==> src/rtl/z80_sound_comm_pkg.sv <==
// rtl/z80_sound_comm_pkg.sv - shared constants and port decode for the Z80 sound command channel (CMD_FIFO_EN option)
package z80_sound_comm_pkg;

  // Z80 I/O port map (A[4:0])
  localparam logic [4:0] PORT_CMD     = 5'h00;
  localparam logic [4:0] PORT_NMI_EN  = 5'h08;
  localparam logic [4:0] PORT_REPLY   = 5'h0C;
  localparam logic [4:0] PORT_NMI_DIS = 5'h18;

  localparam int DEF_SYNC_STAGES = 2;
  localparam int DEF_FIFO_AW     = 2;

  typedef enum logic [1:0] {
    WR_NONE,
    WR_REPLY,
    WR_NMI_EN,
    WR_NMI_DIS
  } wr_op_e;

  // Maps a Z80 write address onto the action it triggers; unknown ports do nothing.
  function automatic wr_op_e decode_wr(input logic [4:0] addr);
    case (addr)
      PORT_REPLY:   return WR_REPLY;
      PORT_NMI_EN:  return WR_NMI_EN;
      PORT_NMI_DIS: return WR_NMI_DIS;
      default:      return WR_NONE;
    endcase
  endfunction

endpackage

==> src/rtl/z80_sound_comm_strobe_sync.sv <==
// rtl/z80_sound_comm_strobe_sync.sv - active-low strobe synchroniser with edge pulses
module strobe_sync
  import z80_sound_comm_pkg::*;
#(
  parameter int STAGES = DEF_SYNC_STAGES
) (
  input  logic i_clk,
  input  logic i_rst,
  input  logic i_strobe_n,
  output logic o_fall,
  output logic o_rise
);

  // Chain and history copy reset to the idle (high) level so reset release never looks like an edge.
  logic [STAGES-1:0] r_chain;
  logic              r_last;

  // Shift the async strobe through the flop chain and keep one extra copy of the last stage.
  always_ff @(posedge i_clk or posedge i_rst) begin
    if (i_rst) begin
      r_chain <= '1;
      r_last  <= 1'b1;
    end else begin
      r_chain <= {r_chain[STAGES-2:0], i_strobe_n};
      r_last  <= r_chain[STAGES-1];
    end
  end

  // Pulses are a pure AND of two flops, so they are glitch-free and one clock wide.
  assign o_fall = r_last & ~r_chain[STAGES-1];
  assign o_rise = ~r_last & r_chain[STAGES-1];

endmodule

==> src/rtl/z80_sound_comm.sv <==
// rtl/z80_sound_comm.sv - Z80-side sound command latch/FIFO, reply latch and NMI (CMD_FIFO_EN selects FIFO)
module z80_sound_comm
  import z80_sound_comm_pkg::*;
#(
  parameter int SYNC_STAGES = DEF_SYNC_STAGES,
  parameter int FIFO_AW     = DEF_FIFO_AW
) (
  input  logic       CLK_24M,
  input  logic       RESET,
  input  logic [7:0] M68K_CMD,
  input  logic       nCMD_WR,
  output logic [7:0] REPLY,
  input  logic [4:0] Z80_ADDR,
  input  logic       nIORQ,
  input  logic       nRD,
  input  logic       nWR,
  input  logic [7:0] Z80_DIN,
  output logic [7:0] Z80_DOUT,
  output logic       Z80_DOE,
  output logic       nNMI,
  output logic       CMD_PEND,
  output logic       CMD_OVF
);

  logic w_cmd_fall, w_cmd_rise;
  logic w_rd_fall, w_rd_rise;
  logic w_wr_fall, w_wr_rise;
  logic w_rd_n, w_wr_n;
  logic w_pop_req;
  logic w_pend;
  logic [7:0] w_cmd_q;
  logic w_doe;
  logic w_unused_edges;

  logic [4:0] r_rd_addr;
  logic [7:0] r_reply;
  logic       r_nmi_en;
  logic       r_nmi_n;

  assign w_rd_n = nIORQ | nRD;
  assign w_wr_n = nIORQ | nWR;

  strobe_sync #(.STAGES(SYNC_STAGES)) u_sync_cmd (
    .i_clk      (CLK_24M),
    .i_rst      (RESET),
    .i_strobe_n (nCMD_WR),
    .o_fall     (w_cmd_fall),
    .o_rise     (w_cmd_rise)
  );

  strobe_sync #(.STAGES(SYNC_STAGES)) u_sync_rd (
    .i_clk      (CLK_24M),
    .i_rst      (RESET),
    .i_strobe_n (w_rd_n),
    .o_fall     (w_rd_fall),
    .o_rise     (w_rd_rise)
  );

  strobe_sync #(.STAGES(SYNC_STAGES)) u_sync_wr (
    .i_clk      (CLK_24M),
    .i_rst      (RESET),
    .i_strobe_n (w_wr_n),
    .o_fall     (w_wr_fall),
    .o_rise     (w_wr_rise)
  );

  // Only the falling edges of the 68K and Z80 write strobes matter.
  assign w_unused_edges = w_cmd_rise | w_wr_rise;

  // Capture the read address at the start of the access so completion decodes a stable value.
  always_ff @(posedge CLK_24M or posedge RESET) begin
    if (RESET) begin
      r_rd_addr <= '0;
    end else if (w_rd_fall) begin
      r_rd_addr <= Z80_ADDR;
    end
  end

  assign w_pop_req = w_rd_rise & (r_rd_addr == PORT_CMD);

  // Z80 port writes: reply byte and NMI enable/disable.
  always_ff @(posedge CLK_24M or posedge RESET) begin
    if (RESET) begin
      r_reply  <= 8'h00;
      r_nmi_en <= 1'b0;
    end else if (w_wr_fall) begin
      case (decode_wr(Z80_ADDR))
        WR_REPLY:   r_reply  <= Z80_DIN;
        WR_NMI_EN:  r_nmi_en <= 1'b1;
        WR_NMI_DIS: r_nmi_en <= 1'b0;
        default:    ;
      endcase
    end
  end

`ifdef CMD_FIFO_EN
  localparam int DEPTH = 1 << FIFO_AW;

  // Pointers carry one extra wrap bit to tell full from empty.
  logic [7:0]       r_fifo [DEPTH];
  logic [FIFO_AW:0] r_wp, r_rp;
  logic             r_ovf;
  logic             w_empty, w_full, w_pop, w_push, w_drop;

  assign w_empty = (r_wp == r_rp);
  assign w_full  = (r_wp[FIFO_AW] != r_rp[FIFO_AW]) &&
                   (r_wp[FIFO_AW-1:0] == r_rp[FIFO_AW-1:0]);
  assign w_pop   = w_pop_req & ~w_empty;
  // A pop in the same clock frees a slot, so a push into a full FIFO still lands.
  assign w_push  = w_cmd_fall & (~w_full | w_pop);
  assign w_drop  = w_cmd_fall & w_full & ~w_pop;

  // Command FIFO storage, pointers and sticky overflow flag.
  always_ff @(posedge CLK_24M or posedge RESET) begin
    if (RESET) begin
      for (int i = 0; i < DEPTH; i++) r_fifo[i] <= 8'h00;
      r_wp  <= '0;
      r_rp  <= '0;
      r_ovf <= 1'b0;
    end else begin
      if (w_push) begin
        r_fifo[r_wp[FIFO_AW-1:0]] <= M68K_CMD;
        r_wp <= r_wp + 1'b1;
      end
      if (w_pop) begin
        r_rp <= r_rp + 1'b1;
      end
      if (w_drop) begin
        r_ovf <= 1'b1;
      end
    end
  end

  assign w_pend  = ~w_empty;
  assign w_cmd_q = w_empty ? 8'h00 : r_fifo[r_rp[FIFO_AW-1:0]];
  assign CMD_OVF = r_ovf;
`else
  localparam int unused_fifo_depth = 1 << FIFO_AW;

  logic [7:0] r_cmd;
  logic       r_pend;

  // Single command latch; a new capture wins over a same-clock read completion.
  always_ff @(posedge CLK_24M or posedge RESET) begin
    if (RESET) begin
      r_cmd  <= 8'h00;
      r_pend <= 1'b0;
    end else begin
      if (w_cmd_fall) begin
        r_cmd  <= M68K_CMD;
        r_pend <= 1'b1;
      end else if (w_pop_req) begin
        r_pend <= 1'b0;
      end
    end
  end

  assign w_pend  = r_pend;
  assign w_cmd_q = r_cmd;
  assign CMD_OVF = 1'b0;
`endif

  // NMI request is registered so it is glitch-free toward the Z80.
  always_ff @(posedge CLK_24M or posedge RESET) begin
    if (RESET) begin
      r_nmi_n <= 1'b1;
    end else begin
      r_nmi_n <= ~(r_nmi_en & w_pend);
    end
  end

  // Read enable is combinational from the pins so data is on the bus with no latency.
  assign w_doe    = ~RESET & ~nIORQ & ~nRD & (Z80_ADDR == PORT_CMD);
  assign Z80_DOE  = w_doe;
  assign Z80_DOUT = w_doe ? w_cmd_q : 8'h00;
  assign REPLY    = r_reply;
  assign nNMI     = r_nmi_n;
  assign CMD_PEND = w_pend;

endmodule

==> config.mk <==
export PLATFORM = sky130hd
export DESIGN_NAME = z80_sound_comm
export DESIGN_NICKNAME = d
export VERILOG_FILES = /design/src/rtl/z80_sound_comm_pkg.sv /design/src/rtl/z80_sound_comm_strobe_sync.sv /design/src/rtl/z80_sound_comm.sv
export SDC_FILE = /design/constraint.sdc
export NUM_CORES = 1
export LEC_CHECK = 0
export ABC_CLOCK_PERIOD_IN_PS = 1290
export CAP_MARGIN = 20
export CORE_MARGIN = 2
export CORE_UTILIZATION = 41
export CTS_BUF_LIST = sky130_fd_sc_hd__clkbuf_4 sky130_fd_sc_hd__clkbuf_8
export DETAILED_ROUTE_END_ITERATION = 10
export PLACE_DENSITY_LB_ADDON = 0.05
export SETUP_SLACK_MARGIN = 0.05
export SLEW_MARGIN = 20
export SYNTH_ARGS = -nofsm -noshare
export SYNTH_HDL_FRONTEND = slang
export SYNTH_HIERARCHICAL = 1
export SYNTH_SLANG_ARGS = --single-unit
==> constraint.sdc <==
create_clock -name CLK_24M -period 1.29 [get_ports CLK_24M]
set_input_delay 0.1935 -clock CLK_24M [delete_from_list [all_inputs] [get_ports CLK_24M]]
set_output_delay 0.1935 -clock CLK_24M [all_outputs]
set_load 0.05 [all_outputs]
Word level (Yosys, flattened, before mapping)
Cells that the tools add are included.
W data, S select, Z words.
- register bits after elaboration: 33
- output and inout port bits: 20
- logic and storage cells: 49
- equal/unequal tests: 6
- muxes and demuxes: 6
- bitwise gates (word level): 19
- reductions and logical operators: 6
- operator list (kind ; count):
    $eq A5 B4 Y1 const B ; 2
    $logic_not A5 Y1 ; 2
    $and A1 B1 Y1 ; 9
    $mux W8 ; 1
    $not A1 Y1 ; 8
    $pmux W2 S3 ; 1
    $eq A5 B5 Y1 const B ; 1
    $eq A2 B2 Y1 const B ; 2
    $reduce_and A2 Y1 ; 2
    $reduce_bool A2 Y1 ; 2
    $eq A2 B1 Y1 const B ; 1
    $mux W1 ; 2
    $mux W2 ; 1
    $or A1 B1 Y1 ; 2
    $pmux W1 S2 ; 1

Longest topological paths before layout
Gate-level depths: netlist (run 1).
- depth in word-level cells: 6
- depth in mapped cells: 4

Cells and area by module
Netlist (run 1), hierarchy kept.
- modules (own cells, without submodules) (module ; instances ; cells an instance ; area an instance (um^2) ; seq. area each (um^2)):
    z80_sound_comm ; 1 ; 71 ; 1007.2 ; 601.8
    strobe_sync ; 3 ; 6 ; 97.6 ; 78.8

Worst setup path before layout (run 1)
No wires, ideal clock.
- kind: input port to output port
- start point: in RESET
- end point: out Z80_DOUT[0]
- arrival: 1.737 ns
- slack: -0.640 ns
- stages: 4
- path buffers: 1
- cell sequence: inv_1 > and3_1 > buf_2 > and2_1
- cells in the longest elaborated chain, start to end: 5
- ends and longest elaborated chain (item ; RTL line ; source):
    from (decl) ; z80_sound_comm.sv:9 ; input logic RESET,
    $not A1 Y1 ; z80_sound_comm.sv:173 ; assign w_doe = ~RESET & ~nIORQ & ~nRD & (Z80_ADDR == PORT_CMD);
    $and A1 B1 Y1 (3 in a row) ; z80_sound_comm.sv:173 ;
    via Z80_DOE ; z80_sound_comm.sv:19 ; output logic Z80_DOE,
    $mux W8 ; z80_sound_comm.sv:175 ; assign Z80_DOUT = w_doe ? w_cmd_q : 8'h00;
    to (decl) ; z80_sound_comm.sv:18 ; output logic [7:0] Z80_DOUT,
The timed path passes the listed nets, and every way through them passes these cells.

Final worst setup path (run 1)
- start point: in nRD
- end point: out Z80_DOUT[1]
- cells in the longest elaborated chain, start to end: 4
- ends and longest elaborated chain (item ; RTL line ; source):
    from (decl) ; z80_sound_comm.sv:15 ; input logic nRD,
    $not A1 Y1 ; z80_sound_comm.sv:173 ;
    $and A1 B1 Y1 (2 in a row) ; z80_sound_comm.sv:173 ;
    $mux W8 ; z80_sound_comm.sv:175 ;
Every way passes these cells.

==> metrics.txt, run 1 <==
# TYPE chip_impl_metric gauge
chip_impl_metric{name="slew_violations",unit=""} 0
chip_impl_metric{name="clock_transition_time_at_the_flip_flop_clock_pins_of_the_worst_setup_and_hold_paths",unit="ns"} 0.11
chip_impl_metric{name="ios",unit=""} 47
chip_impl_metric{name="cellPowerDensity",unit="mW/mm^2"} 1260
chip_impl_metric{name="max_freq",unit="GHz"} 0.739
chip_impl_metric{name="cts_hold_buffers",unit=""} 0
chip_impl_metric{name="gr-total-overflow",unit=""} 0
chip_impl_info{name="worstReg2RegEnd",value="REPLY[0]"} 1
chip_impl_metric{name="vias_per_cell",unit=""} 4.96
chip_impl_metric{name="comb_power_share",unit="%"} 22.1
chip_impl_metric{name="finalSetupTns",unit="ns"} -0.545
chip_impl_metric{name="synth_nets",unit=""} 114
chip_impl_metric{name="antennaDiodeCount",unit=""} 0
chip_impl_metric{name="power.static_leakage",unit="nW"} 1.04
chip_impl_metric{name="power.net_switching",unit="mW"} 0.718
chip_impl_metric{name="first_global_vias",unit=""} 1018
chip_impl_metric{name="groute.usage.overall",unit="%"} 19.0
chip_impl_metric{name="route.vias.total",unit=""} 923
chip_impl_metric{name="final_core_util",unit="%"} 75.3
chip_impl_metric{name="floorplan.rows",unit=""} 20
chip_impl_info{name="min-delay-path-class",value="in -> reg"} 1
chip_impl_metric{name="preCtsSetupSlack",unit="ns"} -0.496
chip_impl_metric{name="syn_to_final_growth",unit="%"} 76.3
chip_impl_metric{name="synthCells",unit=""} 87
chip_impl_metric{name="grt_start_max_net_pins",unit=""} 25
chip_impl_metric{name="die_width",unit="microns"} 59.9
chip_impl_metric{name="power",unit="mW"} 2.86
chip_impl_metric{name="nFillCells",unit=""} 200
chip_impl_metric{name="timing.final.ws_setup",unit="ns"} -0.0633
chip_impl_metric{name="period_needed",unit="ns"} 1.35
chip_impl_metric{name="path_max_fanout",unit=""} 5
chip_impl_metric{name="multi_input_comb_area",unit="sq um"} 554
chip_impl_metric{name="post-route-drc-count",unit=""} 0
chip_impl_metric{name="drt_wl_total",unit="mm"} 3.09
chip_impl_metric{name="cts_sink_count",unit=""} 33
chip_impl_metric{name="internal_power",unit="mW"} 2.14
chip_impl_info{name="rsz0062_at_grt",value="yes"} 1
chip_impl_metric{name="fp.dieH",unit="microns"} 59.9
chip_impl_metric{name="first_pass_iters",unit=""} 3
chip_impl_metric{name="pwr-share-clk",unit="%"} 33.6
chip_impl_metric{name="worstRegToRegCells",unit=""} 3
chip_impl_metric{name="hold_viol",unit=""} 0
chip_impl_info{name="outcome",value="finished, violations left"} 1
chip_impl_metric{name="power.share.sequential",unit="%"} 44.3
chip_impl_metric{name="ff2ff_setup_slack",unit="ns"} -0.02
chip_impl_metric{name="starting_density_of_the_core",unit="%"} 42.7
chip_impl_info{name="cts_tree",value="yes"} 1
chip_impl_info{name="setup.worst_path.end_class",value="primary output"} 1
chip_impl_metric{name="ctsHtreeMaxLevel",unit=""} 2
chip_impl_metric{name="worst-endpoint-arrival",unit="ns"} 1.16
chip_impl_info{name="critical_path_class",value="in -> out"} 1
chip_impl_metric{name="drt.antenna.violating_nets",unit=""} 0
chip_impl_info{name="worst_r2r_startpoint",value="u_sync_wr/r_last"} 1
chip_impl_metric{name="cts-buffers-inserted",unit=""} 5
chip_impl_metric{name="drv.max_cap_violation_count",unit=""} 0
chip_impl_metric{name="synth_warnings",unit=""} 6
chip_impl_metric{name="layout.cell_area.non_filler",unit="sq mm"} 0.00226
chip_impl_metric{name="antenna_violations_before_repair",unit=""} 0
chip_impl_info{name="worstHoldStart",value="nRD"} 1
chip_impl_metric{name="period_share",unit="%"} 105
chip_impl_info{name="whs_endpoint",value="u_sync_rd/r_chain[0]"} 1
chip_impl_metric{name="core_area",unit="sq mm"} 0.00300
chip_impl_metric{name="buffer_ports.inserted",unit=""} 45
chip_impl_metric{name="cts_buffer_depth",unit=""} 2
chip_impl_metric{name="placed_cell_area",unit="sq mm"} 0.00194
chip_impl_metric{name="total_die_area",unit="sq mm"} 0.00359
chip_impl_info{name="failed_checks",value="setup timing"} 1
chip_impl_metric{name="worst_skew_pair.late_latency",unit="ns"} 0.35
chip_impl_metric{name="vdd_ir_drop_max",unit="mV"} 0.928
chip_impl_metric{name="critPathRequiredTime",unit="ns"} 1.10
chip_impl_metric{name="combined_area_of_all_synthesized_cells",unit="sq mm"} 0.00128
chip_impl_metric{name="synthesis.area_per_instance",unit="sq um"} 14.7
chip_impl_metric{name="swShare",unit="%"} 25.1
chip_impl_metric{name="detail_route.wl_per_cell",unit="microns"} 16.6
chip_impl_metric{name="gp_congestion",unit=""} 0.759
chip_impl_metric{name="layout-drive-gt1-share",unit="%"} 66.0
chip_impl_metric{name="ff_latch_area",unit="sq um"} 838
chip_impl_metric{name="timing.final.setup_violations",unit=""} 15
chip_impl_metric{name="clock-skew-final",unit="ns"} 0.0164
chip_impl_info{name="setup.worst_path.start_class",value="input pin"} 1
chip_impl_metric{name="min_path_cells",unit=""} 2
chip_impl_metric{name="layout.nets",unit=""} 179
chip_impl_info{name="clock_tree.root_cell",value="sky130_fd_sc_hd__clkbuf_4"} 1
chip_impl_metric{name="grt_pass1_wl",unit="mm"} 4.80
chip_impl_metric{name="dr.first_iter.drc_count",unit=""} 5
chip_impl_metric{name="hpwlAfterDp",unit="mm"} 2.02
==> flip-flops by register name, indices dropped and copies added, names as in the netlist <==
register            cells
u_sync_cmd/r_last       1
r_rd_addr               5
u_sync_rd/r_last        1
u_sync_wr/r_last        1
nNMI                    1
u_sync_rd/r_chain       2
r_nmi_en                1
r_cmd                   8
CMD_PEND                1
u_sync_cmd/r_chain      2
REPLY                   8
u_sync_wr/r_chain       2
==> layout by cell type, fill, tap and decap left out <==
cell type / instances
sky130_fd_sc_hd__dfrtp_1: 23
sky130_fd_sc_hd__clkdlybuf4s50_1: 18
sky130_fd_sc_hd__mux2_4: 13
sky130_fd_sc_hd__buf_4: 11
sky130_fd_sc_hd__dfstp_2: 10
sky130_fd_sc_hd__buf_12: 10
sky130_fd_sc_hd__buf_8: 9
sky130_fd_sc_hd__mux2_2: 8
sky130_fd_sc_hd__and2_4: 8
sky130_fd_sc_hd__buf_6: 6
sky130_fd_sc_hd__clkbuf_4: 5
sky130_fd_sc_hd__buf_2: 3
sky130_fd_sc_hd__nor2b_4: 3
sky130_fd_sc_hd__inv_1: 3
sky130_fd_sc_hd__and3_4: 2
sky130_fd_sc_hd__or2_2: 2
sky130_fd_sc_hd__bufinv_16: 2
sky130_fd_sc_hd__nor4_1: 1
sky130_fd_sc_hd__nand3b_1: 1
sky130_fd_sc_hd__a21o_1: 1
sky130_fd_sc_hd__nor3_4: 1
sky130_fd_sc_hd__a31oi_1: 1
sky130_fd_sc_hd__a41oi_1: 1
sky130_fd_sc_hd__nor4b_2: 1
sky130_fd_sc_hd__nand3_4: 1
sky130_fd_sc_hd__clkinvlp_4: 1
sky130_fd_sc_hd__nor4_4: 1
sky130_fd_sc_hd__nand2_1: 1
sky130_fd_sc_hd__conb_1: 1
sky130_fd_sc_hd__clkinv_2: 1
sky130_fd_sc_hd__dlygate4sd2_1: 1
sky130_fd_sc_hd__clkbuf_2: 1
sky130_fd_sc_hd__clkdlybuf4s15_2: 1
sky130_fd_sc_hd__and2b_2: 1
==> final cells by class <==
type                    count  area share [%]
flip-flops and latches     33            37.1
repair buffers             60            31.2
multi-input cells          48            24.5
clock inverters             3            2.88
well taps                  33            1.83
clock buffers               5            1.66
inverters                   4           0.830
==> metal layers <==
metal / up-vias / GRT usage, % / share of wire [%]
met2: 30 / 34.8 / 56
met5: - / 0 / 0
li1: 423 / - / -
met1: 468 / 20.9 / 39
met3: 2 / 5.84 / 4.2
met4: 0 / 5.71 / 0.42
==> power by group through the flow <==
stage / sequential (mW) / clock (mW) / combinational, mW
3_5_place_dp: 1.28 / 0 / 0.565
5_1_grt: 1.28 / 1.03 / 0.665
6_report: 1.27 / 0.960 / 0.631
3_3_place_gp: 1.27 / 0 / 0.554
4_1_cts: 1.26 / 0.975 / 0.613
2_1_floorplan: 1.37 / 0 / 0.152
==> through the flow <==
| step | hold slack [ns] | instances |
|---|---|---|
| 6_report | 0.0371 | 186 |
| 2_1_floorplan | 0.0755 | 87 |
| 3_3_place_gp | 0.348 | 172 |
| 5_1_grt | 0.0273 | 186 |
| 4_1_cts | 0.0339 | 185 |
| 3_5_place_dp | 0.351 | 172 |
==> worst max-delay path by stage <==
| stage | start | end | slack (ns) | cells past startpoint |
|---|---|---|---|---|
| final | nRD | Z80_DOUT[1] | -0.06 | 5 |
| after global routing | nRD | Z80_DOUT[1] | -0.09 | 5 |
| after CTS | nRD | Z80_DOUT[1] | -0.08 | 5 |
| after detailed placement | Z80_ADDR[4] | REPLY[0] | -0.50 | 5 |
| after global placement | Z80_ADDR[4] | REPLY[3] | -0.48 | 5 |
| after floorplan | RESET | Z80_DOUT[0] | -0.13 | 4 |
==> critical path, stage by stage <==
cell                     delay, ns
sky130_fd_sc_hd__buf_6        0.10
sky130_fd_sc_hd__nor4_4       0.30
sky130_fd_sc_hd__and3_4       0.27
sky130_fd_sc_hd__and2_4       0.16
sky130_fd_sc_hd__buf_8        0.14
==> what timing repair did <==
action	in CTS	in global routing
setup buffers	3	2
cloned	2	0
resized for setup	67	10
setup endpoints to repair	31	32
pin swaps	4	4
Power figures use the tool's default switching activity.
==> inputs of run 2 (changes only) <==
--- a/config.mk
+++ b/config.mk
@@ -12,7 +12,7 @@
 export CTS_BUF_LIST = sky130_fd_sc_hd__clkbuf_4 sky130_fd_sc_hd__clkbuf_8
 export DETAILED_ROUTE_END_ITERATION = 10
 export PLACE_DENSITY_LB_ADDON = 0.05
-export SETUP_SLACK_MARGIN = 0.05
+export SETUP_SLACK_MARGIN = 0.1
 export SLEW_MARGIN = 20
 export SYNTH_ARGS = -nofsm -noshare
 export SYNTH_HDL_FRONTEND = slang
==> run 2 against run 1 <==
Compared with the run above: the run still ends with setup timing left; hold slack improved by 0.021 ns; final cell count shrank 1.6%; total power fell by 10%; clock-buffer cell count up 2; non-clock buffer count down 3; first-iteration DRC count increased by 100%; sequential power is essentially flat; setup slack got worse by 0.047 ns.
==> metrics.txt, run 2 (synthesized netlist as in run 1, its figures left out) <==
# TYPE chip_impl_metric gauge
chip_impl_info{name="rsz0062_at_grt",value="yes"} 1
chip_impl_metric{name="critPathRequiredTime",unit="ns"} 1.10
chip_impl_metric{name="worst_skew_pair.late_latency",unit="ns"} 0.33
chip_impl_metric{name="worstRegToRegCells",unit=""} 3
chip_impl_metric{name="globalRouteMet2Util",unit="%"} 32.8
chip_impl_metric{name="antenna_violations_before_repair",unit=""} 0
chip_impl_info{name="worst_r2r_startpoint",value="u_sync_wr/r_last"} 1
chip_impl_metric{name="drv.max_cap_violation_count",unit=""} 0
chip_impl_metric{name="pwr-share-clk",unit="%"} 25.4
chip_impl_metric{name="period_needed",unit="ns"} 1.40
chip_impl_metric{name="internal_power",unit="mW"} 1.86
chip_impl_metric{name="hold_viol",unit=""} 0
chip_impl_metric{name="worst-endpoint-arrival",unit="ns"} 1.21
chip_impl_metric{name="route.vias.total",unit=""} 902
chip_impl_info{name="clock_tree.root_cell",value="sky130_fd_sc_hd__clkbuf_4"} 1
chip_impl_metric{name="ios",unit=""} 47
chip_impl_metric{name="hpwlAfterDp",unit="mm"} 1.96
chip_impl_metric{name="finalSetupTns",unit="ns"} -0.836
chip_impl_metric{name="cts_hold_buffers",unit=""} 0
chip_impl_metric{name="cts_sink_count",unit=""} 33
chip_impl_metric{name="power.net_switching",unit="mW"} 0.704
chip_impl_metric{name="multi_input_comb_area",unit="sq um"} 577
chip_impl_metric{name="comb_power_share",unit="%"} 25.1
chip_impl_metric{name="core_area",unit="sq mm"} 0.00300
chip_impl_metric{name="vdd_ir_drop_max",unit="mV"} 0.716
chip_impl_metric{name="ctsHtreeMaxLevel",unit=""} 2
chip_impl_info{name="global_route.peak_usage_layer",value="met2"} 1
chip_impl_metric{name="timing.final.ws_setup",unit="ns"} -0.110
chip_impl_metric{name="power",unit="mW"} 2.57
chip_impl_metric{name="slew_violations",unit=""} 0
chip_impl_info{name="critical_path.most_common_cell",value="sky130_fd_sc_hd__buf_8"} 1
chip_impl_info{name="outcome",value="finished, violations left"} 1
chip_impl_metric{name="swShare",unit="%"} 27.4
chip_impl_metric{name="gp_congestion",unit=""} 0.783
chip_impl_info{name="setup.worst_path.start",value="nRD"} 1
chip_impl_metric{name="clock-skew-final",unit="ns"} 0.00826
chip_impl_metric{name="power.static_leakage",unit="nW"} 1.02
chip_impl_metric{name="dr.first_iter.drc_count",unit=""} 10
chip_impl_metric{name="floorplan.rows",unit=""} 20
chip_impl_metric{name="post-route-drc-count",unit=""} 0
chip_impl_info{name="critical_path_class",value="in -> out"} 1
chip_impl_info{name="worst_setup_path_endpoint",value="Z80_DOUT[5]"} 1
chip_impl_metric{name="ff2ff_setup_slack",unit="ns"} -0.01
chip_impl_info{name="worstPathCellList",value="buf_8 -> nor4_4 -> and3_4 -> and2_4 -> buf_8"} 1
chip_impl_metric{name="drt_wl_total",unit="mm"} 3.00
chip_impl_metric{name="timing.final.setup_violations",unit=""} 14
chip_impl_metric{name="cellPowerDensity",unit="mW/mm^2"} 1140
chip_impl_metric{name="layout-drive-gt1-share",unit="%"} 66.7
chip_impl_metric{name="clock_transition_time_at_the_flip_flop_clock_pins_of_the_worst_setup_and_hold_paths",unit="ns"} 0.10
chip_impl_info{name="setup.worst_path.start_class",value="input pin"} 1
chip_impl_metric{name="critical-path-max-stage-delay",unit="ns"} 0.34
chip_impl_metric{name="path_buf_inv",unit=""} 2
chip_impl_metric{name="grt_use_met1",unit="%"} 21.6
chip_impl_metric{name="fp.dieH",unit="microns"} 59.9
chip_impl_info{name="final_common_cell",value="sky130_fd_sc_hd__dfrtp_1"} 1
chip_impl_info{name="min-delay-path-class",value="in -> reg"} 1
chip_impl_metric{name="vias_per_cell",unit=""} 4.93
chip_impl_metric{name="nFillCells",unit=""} 207
chip_impl_metric{name="final_core_util",unit="%"} 74.7
chip_impl_metric{name="ff_latch_area",unit="sq um"} 838
chip_impl_info{name="cts_tree",value="yes"} 1
chip_impl_metric{name="cts-buffers-inserted",unit=""} 5
chip_impl_metric{name="starting_density_of_the_core",unit="%"} 42.7
chip_impl_info{name="setup.worst_path.end_class",value="primary output"} 1
chip_impl_metric{name="detail_route.wl_per_cell",unit="microns"} 16.4
chip_impl_metric{name="grt_start_max_net_pins",unit=""} 25
chip_impl_metric{name="first_pass_iters",unit=""} 4
chip_impl_info{name="failed_checks",value="setup timing"} 1
chip_impl_metric{name="antennaDiodeCount",unit=""} 0
chip_impl_metric{name="period_share",unit="%"} 109
chip_impl_metric{name="cts_buffer_depth",unit=""} 2
chip_impl_metric{name="preCtsSetupSlack",unit="ns"} -0.498
chip_impl_metric{name="global_route.usage.met3",unit="%"} 7.36
chip_impl_info{name="worstReg2RegEnd",value="REPLY[5]"} 1
chip_impl_metric{name="total_die_area",unit="sq mm"} 0.00359
chip_impl_metric{name="layout.nets",unit=""} 176
chip_impl_info{name="crit_family",value="simple AND/OR/NAND/NOR gates"} 1
chip_impl_metric{name="worst-path-stages",unit=""} 5
chip_impl_metric{name="power.share.sequential",unit="%"} 49.5
chip_impl_info{name="timing.critical_path.slowest_stage_cell",value="sky130_fd_sc_hd__nor4_4"} 1
chip_impl_metric{name="grt_pass1_wl",unit="mm"} 4.74
chip_impl_metric{name="buffer_ports.inserted",unit=""} 45
chip_impl_metric{name="die_width",unit="microns"} 59.9
chip_impl_metric{name="syn_to_final_growth",unit="%"} 74.8
chip_impl_metric{name="first_global_vias",unit=""} 987
chip_impl_metric{name="drt.antenna.violating_nets",unit=""} 0
chip_impl_metric{name="groute.usage.overall",unit="%"} 19.4
chip_impl_metric{name="path_max_fanout",unit=""} 5
chip_impl_metric{name="gr-total-overflow",unit=""} 0
chip_impl_info{name="final_cell_mix",value="sky130_fd_sc_hd__dfrtp_1, sky130_fd_sc_hd__clkdlybuf4s50_1, sky130_fd_sc_hd__mux2_4"} 1
chip_impl_metric{name="max_freq",unit="GHz"} 0.714
==> run 2: worst min-delay path by stage <==
stage,start,endpoint,slack (ns),cells past startpoint
floorplan,RESET,CMD_PEND,0.08,1
global placement,u_sync_wr/r_chain[0],u_sync_wr/r_chain[1],0.35,0
detailed placement,u_sync_wr/r_chain[0],u_sync_wr/r_chain[1],0.35,0
CTS,nRD,u_sync_rd/r_chain[0],0.04,2
global route,nRD,u_sync_rd/r_chain[0],0.03,2
finish,nRD,u_sync_rd/r_chain[0],0.06,2
==> run 2: stage by stage <==
step	instance area, sq um	cells	hold slack (ns)
6_report	2240	183	0.0582
2_1_floorplan	1390	87	0.0755
5_1_grt	2240	183	0.0329
4_1_cts	2190	182	0.0398
3_5_place_dp	2000	171	0.351
3_3_place_gp	2000	171	0.348
==> run 2: worst register-to-register path, cell delays in order (launching register included) <==
cell and delay, ns:
sky130_fd_sc_hd__dfstp_2 0.53, sky130_fd_sc_hd__nor2b_4 0.19, sky130_fd_sc_hd__nand3_4 0.15, sky130_fd_sc_hd__mux2_2 0.31
==> run 2: what timing repair did <==
item                                    CTS  global route
setup buffers                             2             1
resized for setup                        57             8
hold endpoints to repair                  0             0
gates cloned                              1             0
endpoints found under the setup margin   31            34
pin swaps                                 6             3
==> run 2: routing by layer <==
layer	routed length, microns	vias up
met5	0	-
met4	52	0
met3	177	6
met2	1670	31
met1	1100	447
li1	-	418
==> run 2: area by class of cell <==
class	count	area share (%)
flip-flops and latches	33	37.4
inverters	4	0.837
well taps	33	1.84
clock buffers	7	2.90
multi-input cells	48	25.7
clock inverters	1	0.223
repair buffers	57	31.1
==> run 2: power groups by stage <==
| stage | clock network [mW] | logic [mW] | registers [mW] |
|---|---|---|---|
| global placement | 0 | 0.587 | 1.27 |
| floorplan | 0 | 0.182 | 1.37 |
| CTS | 0.687 | 0.631 | 1.26 |
| finish | 0.652 | 0.644 | 1.27 |
| global route | 0.729 | 0.677 | 1.28 |
| detailed placement | 0 | 0.600 | 1.28 |
==> inputs of run 3 (changes only) <==
--- a/config.mk
+++ b/config.mk
@@ -5,10 +5,10 @@
 export SDC_FILE = /design/constraint.sdc
 export NUM_CORES = 1
 export LEC_CHECK = 0
-export ABC_CLOCK_PERIOD_IN_PS = 1290
+export ABC_CLOCK_PERIOD_IN_PS = 1300
 export CAP_MARGIN = 20
 export CORE_MARGIN = 2
-export CORE_UTILIZATION = 41
+export CORE_UTILIZATION = 45
 export CTS_BUF_LIST = sky130_fd_sc_hd__clkbuf_4 sky130_fd_sc_hd__clkbuf_8
 export DETAILED_ROUTE_END_ITERATION = 10
 export PLACE_DENSITY_LB_ADDON = 0.05
==> constraint.sdc (replaced) <==
create_clock -name CLK_24M -period 1.3 [get_ports CLK_24M]
set_input_delay 0.195 -clock CLK_24M [delete_from_list [all_inputs] [get_ports CLK_24M]]
set_output_delay 0.195 -clock CLK_24M [all_outputs]
set_load 0.05 [all_outputs]
==> run 3 against run 2 <==
Compared with the run above: wire length up 1.6%; critical path type unchanged; highest routed layer unchanged; the run still ends with setup timing left; clock-buffer cell count unchanged; global-route usage grew 2.0 points; critical endpoint is now Z80_DOUT[2]; setup slack gained 0.026 ns; die area down 8.3%; register-to-register slack barely moved; clock power up 0.6%; final cell count is 1.6% lower.
==> metrics.txt, run 3 (synthesized netlist as in run 1, its figures left out) <==
# TYPE chip_impl_metric gauge
chip_impl_info{name="outcome",value="finished, violations left"} 1
chip_impl_info{name="failed_checks",value="setup timing"} 1
chip_impl_metric{name="vias_per_cell",unit=""} 5.07
chip_impl_metric{name="max_freq",unit="GHz"} 0.723
chip_impl_metric{name="finalSetupTns",unit="ns"} -0.549
chip_impl_info{name="setup.worst_path.end_class",value="primary output"} 1
chip_impl_metric{name="dr.first_iter.drc_count",unit=""} 21
chip_impl_info{name="rsz0062_at_grt",value="yes"} 1
chip_impl_info{name="min-delay-path-class",value="in -> reg"} 1
chip_impl_metric{name="period_share",unit="%"} 106
chip_impl_info{name="setup.worst_path.start_class",value="input pin"} 1
chip_impl_metric{name="first_pass_iters",unit=""} 2
chip_impl_metric{name="drt.antenna.violating_nets",unit=""} 0
chip_impl_metric{name="buffer_ports.inserted",unit=""} 45
chip_impl_metric{name="total_die_area",unit="sq mm"} 0.00329
chip_impl_metric{name="timing.final.setup_violations",unit=""} 10
chip_impl_metric{name="antenna_violations_before_repair",unit=""} 0
chip_impl_metric{name="ios",unit=""} 47
chip_impl_metric{name="power.static_leakage",unit="nW"} 1.01
chip_impl_metric{name="cellPowerDensity",unit="mW/mm^2"} 1140
chip_impl_metric{name="ctsHtreeMaxLevel",unit=""} 2
chip_impl_info{name="cts_tree",value="yes"} 1
chip_impl_metric{name="antennaDiodeCount",unit=""} 0
chip_impl_metric{name="slew_violations",unit=""} 0
chip_impl_metric{name="first_global_vias",unit=""} 1044
chip_impl_metric{name="floorplan.rows",unit=""} 19
chip_impl_metric{name="die_width",unit="microns"} 57.4
chip_impl_metric{name="grt_pass1_wl",unit="mm"} 5.15
chip_impl_metric{name="placed_cell_area",unit="sq mm"} 0.00198
chip_impl_metric{name="worstRegToRegCells",unit=""} 3
chip_impl_info{name="final_common_cell",value="sky130_fd_sc_hd__dfrtp_1"} 1
chip_impl_info{name="worst_r2r_startpoint",value="u_sync_wr/r_last"} 1
chip_impl_metric{name="final_core_util",unit="%"} 81.6
chip_impl_metric{name="drv.max_cap_violation_count",unit=""} 0
chip_impl_info{name="whs_endpoint",value="u_sync_rd/r_chain[0]"} 1
chip_impl_metric{name="worst-endpoint-arrival",unit="ns"} 1.19
chip_impl_metric{name="hold_viol",unit=""} 0
chip_impl_info{name="worstReg2RegEnd",value="REPLY[6]"} 1
chip_impl_metric{name="core_area",unit="sq mm"} 0.00273
chip_impl_metric{name="route.vias.total",unit=""} 913
chip_impl_metric{name="layout-drive-gt1-share",unit="%"} 66.4
chip_impl_metric{name="vdd_ir_drop_max",unit="mV"} 1.13
chip_impl_metric{name="hpwlAfterDp",unit="mm"} 2.04
chip_impl_info{name="clock_tree.root_cell",value="sky130_fd_sc_hd__clkbuf_4"} 1
chip_impl_metric{name="cts-buffers-inserted",unit=""} 5
chip_impl_metric{name="starting_density_of_the_core",unit="%"} 46.9
chip_impl_metric{name="ff2ff_setup_slack",unit="ns"} 0
chip_impl_metric{name="gp_congestion",unit=""} 0.662
chip_impl_metric{name="post-route-drc-count",unit=""} 0
chip_impl_metric{name="timing.final.ws_setup",unit="ns"} -0.0838
chip_impl_metric{name="worst_skew_pair.late_latency",unit="ns"} 0.34
chip_impl_info{name="critical_path_class",value="in -> out"} 1
chip_impl_metric{name="drt_wl_total",unit="mm"} 3.05
chip_impl_metric{name="gr-total-overflow",unit=""} 0
chip_impl_metric{name="clock_transition_time_at_the_flip_flop_clock_pins_of_the_worst_setup_and_hold_paths",unit="ns"} 0.10
chip_impl_metric{name="layout.cell_area.non_filler",unit="sq mm"} 0.00223
chip_impl_metric{name="critPathRequiredTime",unit="ns"} 1.11
chip_impl_metric{name="min_path_cells",unit=""} 2
chip_impl_metric{name="grt_start_max_net_pins",unit=""} 25
chip_impl_metric{name="clock-skew-final",unit="ns"} 0.00616
chip_impl_metric{name="layout.nets",unit=""} 175
chip_impl_metric{name="cts_buffer_depth",unit=""} 2
chip_impl_metric{name="groute.usage.overall",unit="%"} 21.4
chip_impl_metric{name="multi_input_comb_area",unit="sq um"} 581
chip_impl_metric{name="fp.dieH",unit="microns"} 57.4
chip_impl_metric{name="cts_sink_count",unit=""} 33
chip_impl_metric{name="period_needed",unit="ns"} 1.38
chip_impl_metric{name="detail_route.wl_per_cell",unit="microns"} 16.9
chip_impl_info{name="final_cell_mix",value="sky130_fd_sc_hd__dfrtp_1, sky130_fd_sc_hd__clkdlybuf4s50_1, sky130_fd_sc_hd__mux2_4"} 1
chip_impl_metric{name="ff_latch_area",unit="sq um"} 838
chip_impl_info{name="worstHoldStart",value="nRD"} 1
chip_impl_metric{name="nFillCells",unit=""} 153
chip_impl_metric{name="path_max_fanout",unit=""} 5
chip_impl_metric{name="cts_hold_buffers",unit=""} 0
chip_impl_metric{name="syn_to_final_growth",unit="%"} 74.0
[run 3: final cells by class]
class | instances | area share [%]
repair buffers | 56 | 30.7
flip-flops and latches | 33 | 37.6
clock buffers | 7 | 2.91
inverters | 4 | 0.841
well taps | 31 | 1.74
multi-input cells | 48 | 26.0
clock inverters | 1 | 0.224
[run 3: stage by stage]
stage          power (mW)  worst slack [ns]  hold WS [ns]  instances
2_1_floorplan        1.54            -0.118        0.0770         87
3_3_place_gp         1.83            -0.478         0.347        168
3_5_place_dp         1.85            -0.538         0.349        168
4_1_cts              2.55            -0.102        0.0416        179
5_1_grt              2.67            -0.127        0.0360        180
6_report             2.55           -0.0838        0.0499        180
[run 3: critical path, cell delays in order]
cell and delay [ns]:
sky130_fd_sc_hd__buf_6 0.10, sky130_fd_sc_hd__nor4_4 0.32, sky130_fd_sc_hd__and3_4 0.28, sky130_fd_sc_hd__and2_4 0.16
sky130_fd_sc_hd__buf_8 0.14
[run 3: how the worst max path moves through the flow]
| stage | from | end | slack, ns | cells after the start |
|---|---|---|---|---|
| 2_1_floorplan | RESET | Z80_DOUT[0] | -0.12 | 4 |
| 3_3_place_gp | Z80_ADDR[4] | Z80_DOUT[4] | -0.48 | 5 |
| 3_5_place_dp | Z80_ADDR[1] | Z80_DOUT[3] | -0.54 | 6 |
| 4_1_cts | nRD | Z80_DOUT[3] | -0.10 | 5 |
| 5_1_grt | nRD | Z80_DOUT[2] | -0.13 | 5 |
| 6_report | nRD | Z80_DOUT[2] | -0.08 | 5 |
[run 3: layer usage]
metal / GRT usage [%] / vias up / part of all wire, % / routed length, microns
met5: 0 / - / 0 / 0
met4: 9.97 / 0 / 1.9 / 57
met1: 25.4 / 457 / 39 / 1180
met2: 36.5 / 28 / 55 / 1680
li1: - / 420 / - / -
met3: 5.22 / 8 / 4.4 / 133
[run 3: repair_timing]
action | CTS | global route
resized for setup | 59 | 5
pin swaps | 6 | 5
setup endpoints to repair | 32 | 33
setup buffers | 2 | 1
cloned | 1 | 0
[run 3: where the power goes]
part           internal (mW)  leakage (nW)  switching [mW]
clock                  0.313        0.0413           0.343
combinational          0.369         0.585           0.262
sequential              1.16         0.387           0.102
total                   1.85          1.01           0.706
